==> src/rtl/uart_rx_ctrl_if.sv <==
`default_nettype none
// ============================================================================
// Module  : uart_rx_ctrl_if
// Brief   : Serial input, sampler hookup, configuration and result signals
//           of the UART receive controller.
// Revision: 1.0 - initial release
// ============================================================================
interface uart_rx_ctrl_if #(
    parameter int DATA_WIDTH = 8,
    parameter int PRSC_W     = 6
);
    logic                  RX_IN;
    logic [PRSC_W-1:0]     prescale;
    logic                  PAR_EN;
    logic                  PAR_TYP;
    logic                  sampled_bit;
    logic                  data_sample_en;
    logic [PRSC_W-1:0]     edge_count;
    logic [PRSC_W-1:0]     samp_prescale;
    logic [DATA_WIDTH-1:0] P_DATA;
    logic                  data_valid;
    logic                  par_err;
    logic                  stp_err;
    logic                  brk_det;
    logic                  busy;

    // Environment side: line, sampler result and configuration.
    modport master (
        output RX_IN, prescale, PAR_EN, PAR_TYP, sampled_bit,
        input  data_sample_en, edge_count, samp_prescale, P_DATA,
               data_valid, par_err, stp_err, brk_det, busy
    );

    // Receive controller side.
    modport slave (
        input  RX_IN, prescale, PAR_EN, PAR_TYP, sampled_bit,
        output data_sample_en, edge_count, samp_prescale, P_DATA,
               data_valid, par_err, stp_err, brk_det, busy
    );
endinterface
`default_nettype wire

==> src/rtl/uart_rx_ctrl.sv <==
`default_nettype none
// ============================================================================
// Module  : uart_rx_ctrl
// Brief   : UART receive controller: start detect, bit timing, LSB-first
//           deserialise, parity/stop check. Optional break detection is
//           enabled by defining UART_RX_BREAK_DET_EN.
// Revision: 1.0 - initial release
// ============================================================================
module uart_rx_ctrl #(
    parameter int DATA_WIDTH = 8,
    parameter int PRSC_W     = 6
) (
    input  logic          clk,
    input  logic          rst,
    uart_rx_ctrl_if.slave bus
);
    localparam int c_CNT_W = (DATA_WIDTH > 1) ? $clog2(DATA_WIDTH) : 1;

    typedef enum logic [2:0] {
        S_IDLE   = 3'd0,
        S_START  = 3'd1,
        S_DATA   = 3'd2,
        S_PARITY = 3'd3,
        S_STOP   = 3'd4
    } state_t;

    state_t                r_state;
    logic [PRSC_W-1:0]     r_edge_cnt;
    logic [PRSC_W-1:0]     r_prescale_q;
    logic [c_CNT_W-1:0]    r_bit_cnt;
    logic [DATA_WIDTH-1:0] r_shreg;
    logic [DATA_WIDTH-1:0] r_data;
    logic                  r_par_bad;
    logic                  r_data_valid;
    logic                  r_par_err;
    logic                  r_stp_err;

    logic                  w_bit_end;
    logic                  w_stp_bad;
    logic                  w_good;

    assign w_bit_end = (r_edge_cnt == (r_prescale_q - PRSC_W'(1)));
    assign w_stp_bad = ~bus.sampled_bit;
    assign w_good    = ~r_par_bad & ~w_stp_bad;

`ifdef UART_RX_BREAK_DET_EN
    logic r_brk;
    logic r_brk_wait;
    logic r_par_bit;
    logic w_brk_frame;

    // Parity bit register stays 0 when no parity bit was received.
    assign w_brk_frame = (r_shreg == '0) & ~r_par_bit & w_stp_bad;
    assign bus.brk_det = r_brk;
`else
    assign bus.brk_det = 1'b0;
`endif

    always_ff @(posedge clk) begin
        if (!rst) begin
            r_state      <= S_IDLE;
            r_edge_cnt   <= '0;
            r_prescale_q <= PRSC_W'(8);
            r_bit_cnt    <= '0;
            r_shreg      <= '0;
            r_data       <= '0;
            r_par_bad    <= 1'b0;
            r_data_valid <= 1'b0;
            r_par_err    <= 1'b0;
            r_stp_err    <= 1'b0;
`ifdef UART_RX_BREAK_DET_EN
            r_brk        <= 1'b0;
            r_brk_wait   <= 1'b0;
            r_par_bit    <= 1'b0;
`endif
        end else begin
            r_data_valid <= 1'b0;
            r_par_err    <= 1'b0;
            r_stp_err    <= 1'b0;
`ifdef UART_RX_BREAK_DET_EN
            r_brk        <= 1'b0;
`endif
            if (r_state == S_IDLE || w_bit_end)
                r_edge_cnt <= '0;
            else
                r_edge_cnt <= r_edge_cnt + PRSC_W'(1);

            case (r_state)
                S_IDLE: begin
                    r_prescale_q <= bus.prescale;
`ifdef UART_RX_BREAK_DET_EN
                    if (r_brk_wait) begin
                        if (bus.RX_IN) r_brk_wait <= 1'b0;
                    end else if (!bus.RX_IN) begin
                        r_state   <= S_START;
                        r_par_bad <= 1'b0;
                        r_par_bit <= 1'b0;
                    end
`else
                    if (!bus.RX_IN) begin
                        r_state   <= S_START;
                        r_par_bad <= 1'b0;
                    end
`endif
                end
                S_START: begin
                    if (w_bit_end)
                        r_state <= bus.sampled_bit ? S_IDLE : S_DATA;
                end
                S_DATA: begin
                    if (w_bit_end) begin
                        r_shreg <= {bus.sampled_bit, r_shreg[DATA_WIDTH-1:1]};
                        if (r_bit_cnt == c_CNT_W'(DATA_WIDTH - 1)) begin
                            r_bit_cnt <= '0;
                            r_state   <= bus.PAR_EN ? S_PARITY : S_STOP;
                        end else begin
                            r_bit_cnt <= r_bit_cnt + c_CNT_W'(1);
                        end
                    end
                end
                S_PARITY: begin
                    if (w_bit_end) begin
                        r_par_bad <= (bus.sampled_bit != (^r_shreg ^ bus.PAR_TYP));
`ifdef UART_RX_BREAK_DET_EN
                        r_par_bit <= bus.sampled_bit;
`endif
                        r_state   <= S_STOP;
                    end
                end
                S_STOP: begin
                    if (w_bit_end) begin
`ifdef UART_RX_BREAK_DET_EN
                        if (w_brk_frame) begin
                            r_brk      <= 1'b1;
                            r_brk_wait <= 1'b1;
                            r_state    <= S_IDLE;
                        end else begin
                            r_par_err <= r_par_bad;
                            r_stp_err <= w_stp_bad;
                            if (w_good) begin
                                r_data       <= r_shreg;
                                r_data_valid <= 1'b1;
                            end
                            // Low line at stop end is the next frame's start bit.
                            r_state   <= bus.RX_IN ? S_IDLE : S_START;
                            r_par_bad <= 1'b0;
                            r_par_bit <= 1'b0;
                        end
`else
                        r_par_err <= r_par_bad;
                        r_stp_err <= w_stp_bad;
                        if (w_good) begin
                            r_data       <= r_shreg;
                            r_data_valid <= 1'b1;
                        end
                        // Low line at stop end is the next frame's start bit.
                        r_state   <= bus.RX_IN ? S_IDLE : S_START;
                        r_par_bad <= 1'b0;
`endif
                    end
                end
                default: r_state <= S_IDLE;
            endcase
        end
    end

    assign bus.busy           = (r_state != S_IDLE);
    assign bus.data_sample_en = (r_state != S_IDLE);
    assign bus.edge_count     = r_edge_cnt;
    assign bus.samp_prescale  = r_prescale_q;
    assign bus.P_DATA         = r_data;
    assign bus.data_valid     = r_data_valid;
    assign bus.par_err        = r_par_err;
    assign bus.stp_err        = r_stp_err;
endmodule
`default_nettype wire

==> src/flat_wrapper.sv <==
// flat-port wrapper written by rule: the top's interface ports become plain ports
module uart_rx_ctrl_flat 
#(
    parameter int DATA_WIDTH = 8,
    parameter int PRSC_W     = 6
)
  (clk, rst, bus_RX_IN, bus_prescale, bus_PAR_EN, bus_PAR_TYP, bus_sampled_bit, bus_data_sample_en, bus_edge_count, bus_samp_prescale, bus_P_DATA, bus_data_valid, bus_par_err, bus_stp_err, bus_brk_det, bus_busy);
  uart_rx_ctrl_if #(.DATA_WIDTH(DATA_WIDTH), .PRSC_W(PRSC_W)) bus_i ();
  input  logic clk;
  input  logic rst;
  input wire logic [$bits(bus_i.RX_IN)-1:0] bus_RX_IN;
  input wire logic [$bits(bus_i.prescale)-1:0] bus_prescale;
  input wire logic [$bits(bus_i.PAR_EN)-1:0] bus_PAR_EN;
  input wire logic [$bits(bus_i.PAR_TYP)-1:0] bus_PAR_TYP;
  input wire logic [$bits(bus_i.sampled_bit)-1:0] bus_sampled_bit;
  output wire logic [$bits(bus_i.data_sample_en)-1:0] bus_data_sample_en;
  output wire logic [$bits(bus_i.edge_count)-1:0] bus_edge_count;
  output wire logic [$bits(bus_i.samp_prescale)-1:0] bus_samp_prescale;
  output wire logic [$bits(bus_i.P_DATA)-1:0] bus_P_DATA;
  output wire logic [$bits(bus_i.data_valid)-1:0] bus_data_valid;
  output wire logic [$bits(bus_i.par_err)-1:0] bus_par_err;
  output wire logic [$bits(bus_i.stp_err)-1:0] bus_stp_err;
  output wire logic [$bits(bus_i.brk_det)-1:0] bus_brk_det;
  output wire logic [$bits(bus_i.busy)-1:0] bus_busy;
  assign bus_i.RX_IN = bus_RX_IN;
  assign bus_i.prescale = bus_prescale;
  assign bus_i.PAR_EN = bus_PAR_EN;
  assign bus_i.PAR_TYP = bus_PAR_TYP;
  assign bus_i.sampled_bit = bus_sampled_bit;
  assign bus_data_sample_en = bus_i.data_sample_en;
  assign bus_edge_count = bus_i.edge_count;
  assign bus_samp_prescale = bus_i.samp_prescale;
  assign bus_P_DATA = bus_i.P_DATA;
  assign bus_data_valid = bus_i.data_valid;
  assign bus_par_err = bus_i.par_err;
  assign bus_stp_err = bus_i.stp_err;
  assign bus_brk_det = bus_i.brk_det;
  assign bus_busy = bus_i.busy;
  uart_rx_ctrl #(.DATA_WIDTH(DATA_WIDTH), .PRSC_W(PRSC_W)) u_core (.clk(clk), .rst(rst), .bus(bus_i));
endmodule
==> config.mk <==
export PLATFORM = sky130hd
export DESIGN_NAME = uart_rx_ctrl_flat
export DESIGN_NICKNAME = d
export VERILOG_FILES = /design/src/rtl/uart_rx_ctrl_if.sv /design/src/rtl/uart_rx_ctrl.sv /design/src/flat_wrapper.sv
export SDC_FILE = /design/constraint.sdc
export NUM_CORES = 1
export LEC_CHECK = 0
export ABC_CLOCK_PERIOD_IN_PS = 3500
export BUFFER_PORTS_ARGS = -buffer_cell sky130_fd_sc_hd__buf_2
export CAP_MARGIN = 20
export CORE_ASPECT_RATIO = 1.75
export CORE_MARGIN = 2
export CORE_UTILIZATION = 30
export CTS_CLUSTER_SIZE = 25
export DETAILED_ROUTE_END_ITERATION = 7
export PLACE_DENSITY = 0.53
export SLEW_MARGIN = 20
export SYNTH_ARGS = -nofsm -noshare
export SYNTH_HDL_FRONTEND = slang
export SYNTH_SLANG_ARGS = --single-unit
==> constraint.sdc <==
create_clock -name clk -period 3.5 [get_ports clk]
set_input_delay 0.7 -clock clk [delete_from_list [all_inputs] [get_ports clk]]
set_output_delay 0.7 -clock clk [all_outputs]
set_load 0.01 [all_outputs]
# After elaboration in Yosys (flattened, before gate mapping)
# Index checks and enable logic that the tools add are counted.
# word_totals
regBits,38
wordCells,58
out_inout_bits,26
in_bits,12
# op_classes
bitwise,5
addsub,3
reduce_logical,11
n_mux,16
n_eq_ne,13
# ops
operator,count
2-to-1 mux 3 bit,8
one-hot mux 3 bit (5 select lines),1
"inequality test 2 x 1 -> 1 bit, second input constant",5
parity 8 bit,1
"adder 6 x 1 -> 6 bit, second input constant",1
"equality test 3 x 2 -> 1 bit, second input constant",2
"equality test 3 bit, second input constant",2
equality test 6 bit,1
AND reduction 3 bit,2
AND reduction 6 bit,1
nonzero test 3 bit,2
"subtractor 6 x 1 -> 6 bit, second input constant",1
2-to-1 mux 1 bit,5
AND reduction 4 bit,1
"adder 3 x 1 -> 3 bit, second input constant",1
"equality test 3 x 1 -> 1 bit, second input constant",1
zero test 3 bit,1
NOT 1 bit,3
one-hot mux 1 bit (3 select lines),1
2-to-1 mux 2 bit,1
"inequality test 2 bit, second input constant",1
AND reduction 2 bit,1
OR reduction 2 bit,1
AND 1 bit,1
3 further kinds,3

# Depth between registers and ports, before layout
# Gate-level depths: netlist of the first run.
# depth
depth_word,5
depth_mapped,8
depth_no_buf,7

# Least setup slack after synthesis of the first run
# Ideal clock, no wire load.
# synth_timing
kind,reg2out
start,register u_core.r_state[0]
end,output bus_data_sample_en
required_time_ps,2800
t_arrival_ps,1603
path_stages_with_launch,5
slack_ps,1197
n_path_buf,2
path_cell_list,dfxtp_1 > clkbuf_1 > nor3_1 > clkinv_1 > buf_4
# synth_between
elab_chain_cells,1
# synth_lines
element,line_no,source
"start, declared",uart_rx_ctrl.sv:27,state_t r_state;
"start signal, assigned",uart_rx_ctrl.sv:108,r_state <= bus.sampled_bit ? S_IDLE : S_DATA;
"start signal, assigned",uart_rx_ctrl.sv:115,r_state <= bus.PAR_EN ? S_PARITY : S_STOP;
"start signal, assigned",uart_rx_ctrl.sv:157,r_state <= bus.RX_IN ? S_IDLE : S_START;
nonzero test 3 bit,-,
"end, declared",flat_wrapper.sv:16,output wire logic [$bits(bus_i.data_sample_en)-1:0] bus_data_sample_en;
# No other way between the ends.

# Worst setup path after layout of the first run
# layout_timing
start,register u_core.r_prescale_q[0] (netlist: u_core.bus.samp_prescale[0])
end,register u_core.r_bit_cnt[1]
# layout_between
elab_chain_cells,3
# layout_lines
element,line_no,source
"start, declared",uart_rx_ctrl.sv:29,logic [PRSC_W-1:0] r_prescale_q;
"start signal, assigned",uart_rx_ctrl.sv:90,r_prescale_q <= bus.prescale;
subtractor 6 x 1 -> 6 bit,uart_rx_ctrl.sv:42,assign w_bit_end = (r_edge_cnt == (r_prescale_q - PRSC_W'(1)));
equality test 6 bit,uart_rx_ctrl.sv:42,
AND reduction 2 bit (no source line),-,
"end signal, assigned",uart_rx_ctrl.sv:117,r_bit_cnt <= r_bit_cnt + c_CNT_W'(1);
"end, declared",uart_rx_ctrl.sv:30,logic [c_CNT_W-1:0] r_bit_cnt;
# No other way between the ends.
# A chain may end at the register's enable or synchronous reset.

==> impl_metrics.py, run 1 <==
metrics = {
    "run_status": {
        "outcome": "finished, final reports clean",
    },
    "logic_synthesis": {
        "ys_types": 42,
        "synth_top_family_by_area": "simple AND/OR/NAND/NOR gates",
        "yosys.area_share.simple_pct": 19.0,
        "syn_nets": 221,
        "synthMuxAreaShare_pct": 11.8,
        "yosysSeqAreaShare_pct": 40.8,
        "async_flop_share_pct": 0,
        "synthCells": 205,
        "synth.yosys.warnings": 0,
        "synth_edf_count": 0,
        "synth_area_um2": 1870,
        "synth-seq-cells": 38,
        "synth_xor_area_share_pct": 8.45,
        "synthAdderAreaFrac_pct": 2.68,
        "synth_compound_area_share_pct": 12.7,
        "avgSynthCellArea_um2": 9.10,
        "synth_ff_type": "dfxtp_1",
    },
    "sta": {
        "period_share_pct": 67.4,
        "hold_viol": 0,
        "clock_skew_ns": 0.00714,
        "final_max_slew_viol_count": 0,
        "rsz0062_at_grt": "false",
        "setup_violations": 0,
        "slew_headroom_pct": 57.1,
        "post-route-min-period_ns": 2.36,
        "max_freq_mhz": 424,
        "fin_tns_setup_ns": 0,
        "whs_ns": 0.462,
        "tightest_slew_ns": 0.644,
    },
    "setup_path": {
        "cpPeakStageDelay_ns": 0.45,
        "endpoint": "u_core.r_bit_cnt[1]",
        "rr_startpoint": "u_core.bus.samp_prescale[0]",
        "crit_type": "flip-flop to flip-flop",
        "crit_start": "u_core.bus.samp_prescale[0]",
        "cp_top_family": "compound AO/OA/AOI/OAI gates",
        "required_ns": 3.72,
        "critPathArrivalTime_ns": 2.58,
        "start_kind": "flip-flop",
        "cp.depth": 8,
        "worstReg2RegEnd": "u_core.r_bit_cnt[1]",
        "crit_chain": "inv_1, ha_1, o21ba_1, a22oi_1, o2111ai_1, a2111oi_4, buf_4, mux2i_1",
        "path_buf_inv": 2,
        "r2r_cells": 8,
        "end_kind": "flip-flop",
        "cp_max_fo": 11,
        "crit_path_top_delay_cell": "dfxtp_1",
        "reg2reg_setup_slack_ns": 1.14,
    },
    "cts": {
        "ctsResizeCount": 0,
        "clock_sink_count": 38,
        "cts_htree_levels": 2,
        "cts_buffer_depth": 2,
        "clkTransAtPathRegs_ns": 0.07,
        "cts_made_buffers": 5,
        "post_cts_buffers": 0,
        "cts_tree": "yes",
        "insertion_delay_ns": 0.29,
        "postCtsHoldBufs": 0,
        "cts_root_buffer": "clkbuf_8",
    },
    "floorplanning": {
        "die-area_um2": 6890,
        "io_pins": 38,
        "core_um2": 6090,
        "start_util_pct": 30.7,
        "num_rows": 38,
        "fp.dieW_um": 63.6,
        "die_y_um": 108,
    },
    "global_routing": {
        "grt_overflow_total": 0,
        "antenna_found_initial": 0,
        "grt_use_total_pct": 12.7,
        "grt_pass1_wl_um": 6860,
        "grt_max_degree": 40,
        "first_global_vias": 1492,
    },
    "placed_design": {
        "io_buffers": 36,
        "place_congestion": 0.707,
        "place_area_um2": 2100,
        "dp_hpwl_um": 2940,
    },
    "drt": {
        "ant_nets": 0,
        "wl_per_cell_um": 12.4,
        "wl_um": 3980,
        "drc": 0,
        "drtIter0Drc": 38,
        "dr_total_vias": 1494,
        "first_pass_iters": 4,
        "via_per_inst": 4.67,
    },
    "pwr": {
        "ir_drop_v": 0.000232,
        "p_per_area_nw_per_um2": 495,
        "power.leakage_nw": 0.922,
        "total_power_w": 0.00109,
    },
    "layout": {
        "final_common_cell": "nand2_1",
        "final_cell_mix": "41 x nand2_1, 38 x dfxtp_1, 36 x buf_2",
        "antenna_cells": 0,
        "syn2layout_area_growth_pct": 17.6,
        "final_area_um2": 2190,
        "layout-drive-gt1-share_pct": 21.3,
        "nets": 255,
    },
    "min_path": {
        "holdCritPathClass": "flip-flop to flip-flop",
    },
    "flow_run": {
        "maxCapViolCount": 0,
    },
}
-- power breakdown --
part | switching [W] | internal (W) | total (W)
Combinational | 0.000155 | 0.000114 | 0.000269
Sequential | 0.0000517 | 0.000457 | 0.000509
Clock | 0.000149 | 0.000159 | 0.000308
-- kinds of logic (layout without fill, tap and decap cells) --
kind of cell             after synthesis  after routing
AO/OA/AOI/OAI                         28             28
XOR/XNOR                              18             18
adder cells (fa/ha/maj)                4              4
buffers and inverters                 17             52
flip-flops                            38             38
multiplexers                          22             22
other                                  1              1
AND/OR/NAND/NOR                       77             77
-- worst min path at each step --
stage                              start                     to  slack [ns]  cells after the start
floorplan               u_core.r_par_bad  u_core.bus.data_valid        0.42                      1
global placement     u_core.r_bit_cnt[1]    u_core.r_bit_cnt[1]        0.45                      2
detailed placement      u_core.r_par_bad  u_core.bus.data_valid        0.44                      1
CTS                     u_core.r_par_bad  u_core.bus.data_valid        0.46                      1
global route        u_core.bus.P_DATA[5]   u_core.bus.P_DATA[5]        0.49                      2
finish              u_core.bus.P_DATA[2]   u_core.bus.P_DATA[2]        0.46                      2
-- cell usage after synthesis (2+ instances only) --
master | number | area share, %
a211oi_1 | 2 | 0.80
a21boi_0 | 5 | 2.0
a21oi_1 | 5 | 1.3
and2_1 | 2 | 0.67
buf_2 | 2 | 0.54
buf_4 | 2 | 0.80
clkbuf_1 | 6 | 1.2
dfxtp_1 | 38 | 41
ha_1 | 4 | 2.7
inv_1 | 5 | 1.0
mux2i_1 | 22 | 12
nand2_1 | 41 | 8.2
nand3_1 | 7 | 1.9
nand3b_1 | 2 | 0.80
nor2_1 | 6 | 1.2
nor2b_1 | 3 | 1.0
nor3_1 | 9 | 2.4
o21ai_0 | 3 | 0.80
o31ai_1 | 2 | 0.80
xnor2_1 | 12 | 5.6
xor2_1 | 6 | 2.8
-- through the flow --
step / setup slack, ns / std cells / util (%)
final: 1.14 / 320 / 36.0
after global routing: 0.906 / 320 / 36.0
after CTS: 1.10 / 320 / 36.0
after detailed placement: 1.15 / 312 / 34.5
after global placement: 1.22 / 312 / 34.5
after floorplan: 1.20 / 205 / -
-- routing by layer --
layer  global-route usage, %  vias to the layer above  part of all wire (%)
li1                        -                      765                     -
met1                    12.7                      697                    41
met2                    24.0                       25                    54
met3                    3.02                        7                   3.3
met4                    6.21                        0                   1.8
met5                       0                        -                     0
-- area by class of cell --
class | count | area [um^2]
Fill cell | 691 | 3890
Inverter | 6 | 22.5
Timing Repair Buffer | 38 | 195
Tap cell | 80 | 100
Sequential cell | 38 | 761
Clock inverter | 1 | 5.00
Multi-Input combinational cell | 150 | 1020
Clock buffer | 7 | 86.3
-- state kept, by name (all words and copies together), names as in the netlist --
| register | cells |
|---|---|
| u_core.bus.P_DATA | 8 |
| u_core.r_shreg | 8 |
| u_core.bus.edge_count | 6 |
| u_core.bus.samp_prescale | 6 |
| u_core.r_bit_cnt | 3 |
| u_core.r_state | 3 |
| u_core.bus.data_valid | 1 |
| u_core.bus.par_err | 1 |
| u_core.bus.stp_err | 1 |
| u_core.r_par_bad | 1 |
-- worst register-to-register path, cell delays in order (launching register included) --
cell and delay (ns):
dfxtp_1 0.45, inv_1 0.08, ha_1 0.25, o21ba_1 0.20, a22oi_1 0.17, o2111ai_1 0.29
a2111oi_4 0.39, buf_4 0.28, mux2i_1 0.20
(Power assumes the default switching activity.)
==> run 2, diff against run 1 <==
--- a/config.mk
+++ b/config.mk
@@ -5,7 +5,7 @@
 export SDC_FILE = /design/constraint.sdc
 export NUM_CORES = 1
 export LEC_CHECK = 0
-export ABC_CLOCK_PERIOD_IN_PS = 3500
+export ABC_CLOCK_PERIOD_IN_PS = 2100
 export BUFFER_PORTS_ARGS = -buffer_cell sky130_fd_sc_hd__buf_2
 export CAP_MARGIN = 20
 export CORE_ASPECT_RATIO = 1.75
@@ -13,7 +13,7 @@
 export CORE_UTILIZATION = 30
 export CTS_CLUSTER_SIZE = 25
 export DETAILED_ROUTE_END_ITERATION = 7
-export PLACE_DENSITY = 0.53
+export PLACE_DENSITY = 0.55
 export SLEW_MARGIN = 20
 export SYNTH_ARGS = -nofsm -noshare
 export SYNTH_HDL_FRONTEND = slang
==> constraint.sdc (replaced) <==
create_clock -name clk -period 2.1 [get_ports clk]
set_input_delay 0.42 -clock clk [delete_from_list [all_inputs] [get_ports clk]]
set_output_delay 0.42 -clock clk [all_outputs]
set_load 0.01 [all_outputs]
==> impl_metrics.py, run 2 (synthesis results as in run 1) <==
metrics = {
    "min_path": {
        "holdPathEnd": "u_core.bus.samp_prescale[3]",
        "holdCritPathClass": "input port to flip-flop",
        "min_delay_path_depth": 3,
        "hold_path_startpoint": "bus_prescale[3]",
    },
    "placed_design": {
        "preCtsSetupSlack_ns": -0.0152,
        "place_congestion": 0.786,
        "dp_hpwl_um": 3510,
        "io_buffers": 36,
    },
    "global_routing": {
        "first_global_vias": 1624,
        "grt_max_degree": 30,
        "antenna_found_initial": 0,
        "grt_use_total_pct": 13.5,
        "grt_pass1_wl_um": 7220,
        "grt_overflow_total": 0,
    },
    "setup_path": {
        "path_buf_inv": 1,
        "worstReg2RegEnd": "u_core.r_shreg[0]",
        "r2r_cells": 6,
        "cpPeakStageDelay_ns": 0.54,
        "cp_top_family": "compound AO/OA/AOI/OAI gates",
        "cp_max_fo": 5,
        "critPathArrivalTime_ns": 2.22,
        "crit_path_top_delay_cell": "or4_4",
        "reg2reg_setup_slack_ns": 0.11,
        "start_kind": "flip-flop",
        "required_ns": 2.32,
        "rr_startpoint": "u_core.bus.samp_prescale[0]",
        "end_kind": "flip-flop",
        "crit_chain": "or4_4, a31oi_4, o31ai_4, a2111oi_4, buf_4, mux2i_1",
        "crit_type": "flip-flop to flip-flop",
    },
    "floorplanning": {
        "fp.dieW_um": 63.6,
        "num_rows": 38,
        "start_util_pct": 30.7,
        "io_pins": 38,
        "die-area_um2": 6890,
        "core_um2": 6090,
        "die_y_um": 108,
    },
    "layout": {
        "final_cell_mix": "41 x nand2_1, 36 x buf_2, 36 x dfxtp_1",
        "nFillCells": 676,
        "final_common_cell": "nand2_1",
        "register_area_um2": 763,
        "layout-drive-gt1-share_pct": 30.9,
        "multi_input_area_um2": 1070,
        "nets": 274,
        "antenna_cells": 0,
        "syn2layout_area_growth_pct": 29.2,
    },
    "cts": {
        "insertion_delay_ns": 0.29,
        "cts_buffer_depth": 2,
        "cts_made_buffers": 5,
        "postCtsHoldBufs": 0,
        "cts_htree_levels": 2,
        "clock_sink_count": 38,
        "clkTransAtPathRegs_ns": 0.07,
        "cts_root_buffer": "clkbuf_8",
        "cts_tree": "yes",
    },
    "drt": {
        "wl_per_cell_um": 12.9,
        "drtIter0Drc": 39,
        "dr_total_vias": 1578,
        "via_per_inst": 4.65,
        "ant_nets": 0,
        "drc": 0,
        "wl_um": 4380,
        "first_pass_iters": 5,
    },
    "sta": {
        "hold_viol": 0,
        "setup_violations": 0,
        "clock_skew_ns": 0.00376,
        "period_share_pct": 95.0,
        "fin_tns_setup_ns": 0,
        "post-route-min-period_ns": 1.99,
        "fin_ws_ns": 0.106,
        "final_max_slew_viol_count": 0,
        "rsz0062_at_grt": "false",
        "max_freq_mhz": 501,
    },
    "pwr": {
        "p_per_area_nw_per_um2": 816,
        "ir_drop_v": 0.000308,
        "power.leakage_nw": 1.03,
        "total_power_w": 0.00197,
    },
    "flow_run": {
        "maxCapViolCount": 0,
    },
    "run_status": {
        "outcome": "finished, final reports clean",
    },
}
==> run 2: through the flow <==
| step | hold WS, ns | cell area, um^2 | instances | util (%) |
|---|---|---|---|---|
| finish | 0.346 | 2410 | 339 | 39.6 |
| global route | 0.361 | 2410 | 339 | 39.6 |
| CTS | 0.341 | 2350 | 338 | 38.7 |
| detailed placement | 0.454 | 2260 | 330 | 37.1 |
| global placement | 0.448 | 2260 | 330 | 37.1 |
| floorplan | 0.422 | 1870 | 205 | - |
==> run 2: cell type report <==
type	instances	area share, %
Multi-Input combinational cell	150	44.6
Sequential cell	38	31.7
Inverter	6	0.935
Clock inverter	2	0.519
Timing Repair Buffer	57	14.7
Tap cell	80	4.15
Clock buffer	6	3.43
==> run 2: worst register-to-register path: stages, from the launching register on <==
cell,delay [ns]
dfxtp_2,0.34
or4_4,0.54
a31oi_4,0.19
o31ai_4,0.12
a2111oi_4,0.34
buf_4,0.22
mux2i_1,0.18
==> run 2: how the worst max path moves through the flow <==
stage / cells past startpoint / endpoint / slack [ns] / startpoint
global route: 8 / u_core.r_par_bad / 0.01 / u_core.bus.samp_prescale[0]
CTS: 8 / u_core.r_shreg[2] / -0.0009 / u_core.bus.samp_prescale[0]
finish: 6 / u_core.r_shreg[0] / 0.11 / u_core.bus.samp_prescale[0]
global placement: 8 / u_core.r_shreg[1] / 0.09 / u_core.bus.samp_prescale[0]
detailed placement: 8 / u_core.r_bit_cnt[0] / -0.02 / u_core.bus.samp_prescale[0]
floorplan: 8 / u_core.r_shreg[3] / 0.005 / u_core.bus.samp_prescale[1]
==> run 2: routing by layer <==
| metal | up-vias | routed length, um | GRT usage, % |
|---|---|---|---|
| met5 | - | 0 | 0 |
| met4 | 0 | 82 | 6.06 |
| met3 | 6 | 132 | 2.39 |
| met2 | 30 | 2570 | 28.0 |
| met1 | 738 | 1600 | 12.1 |
| li1 | 804 | - | - |
==> run 2: report_power, final <==
group | internal (W) | leakage [nW] | switching (W)
logic | 0.000282 | 0.672 | 0.000341
registers | 0.000763 | 0.309 | 0.0000559
clock network | 0.000264 | 0.0472 | 0.000260
==> run 2: repair_timing <==
action                                  4_1_cts  5_1_grt
endpoints found under the hold margin         0        0
endpoints found under the setup margin        2       25
buffers inserted                              0        1
pin swaps                                     0        2
resized for setup                             0       10
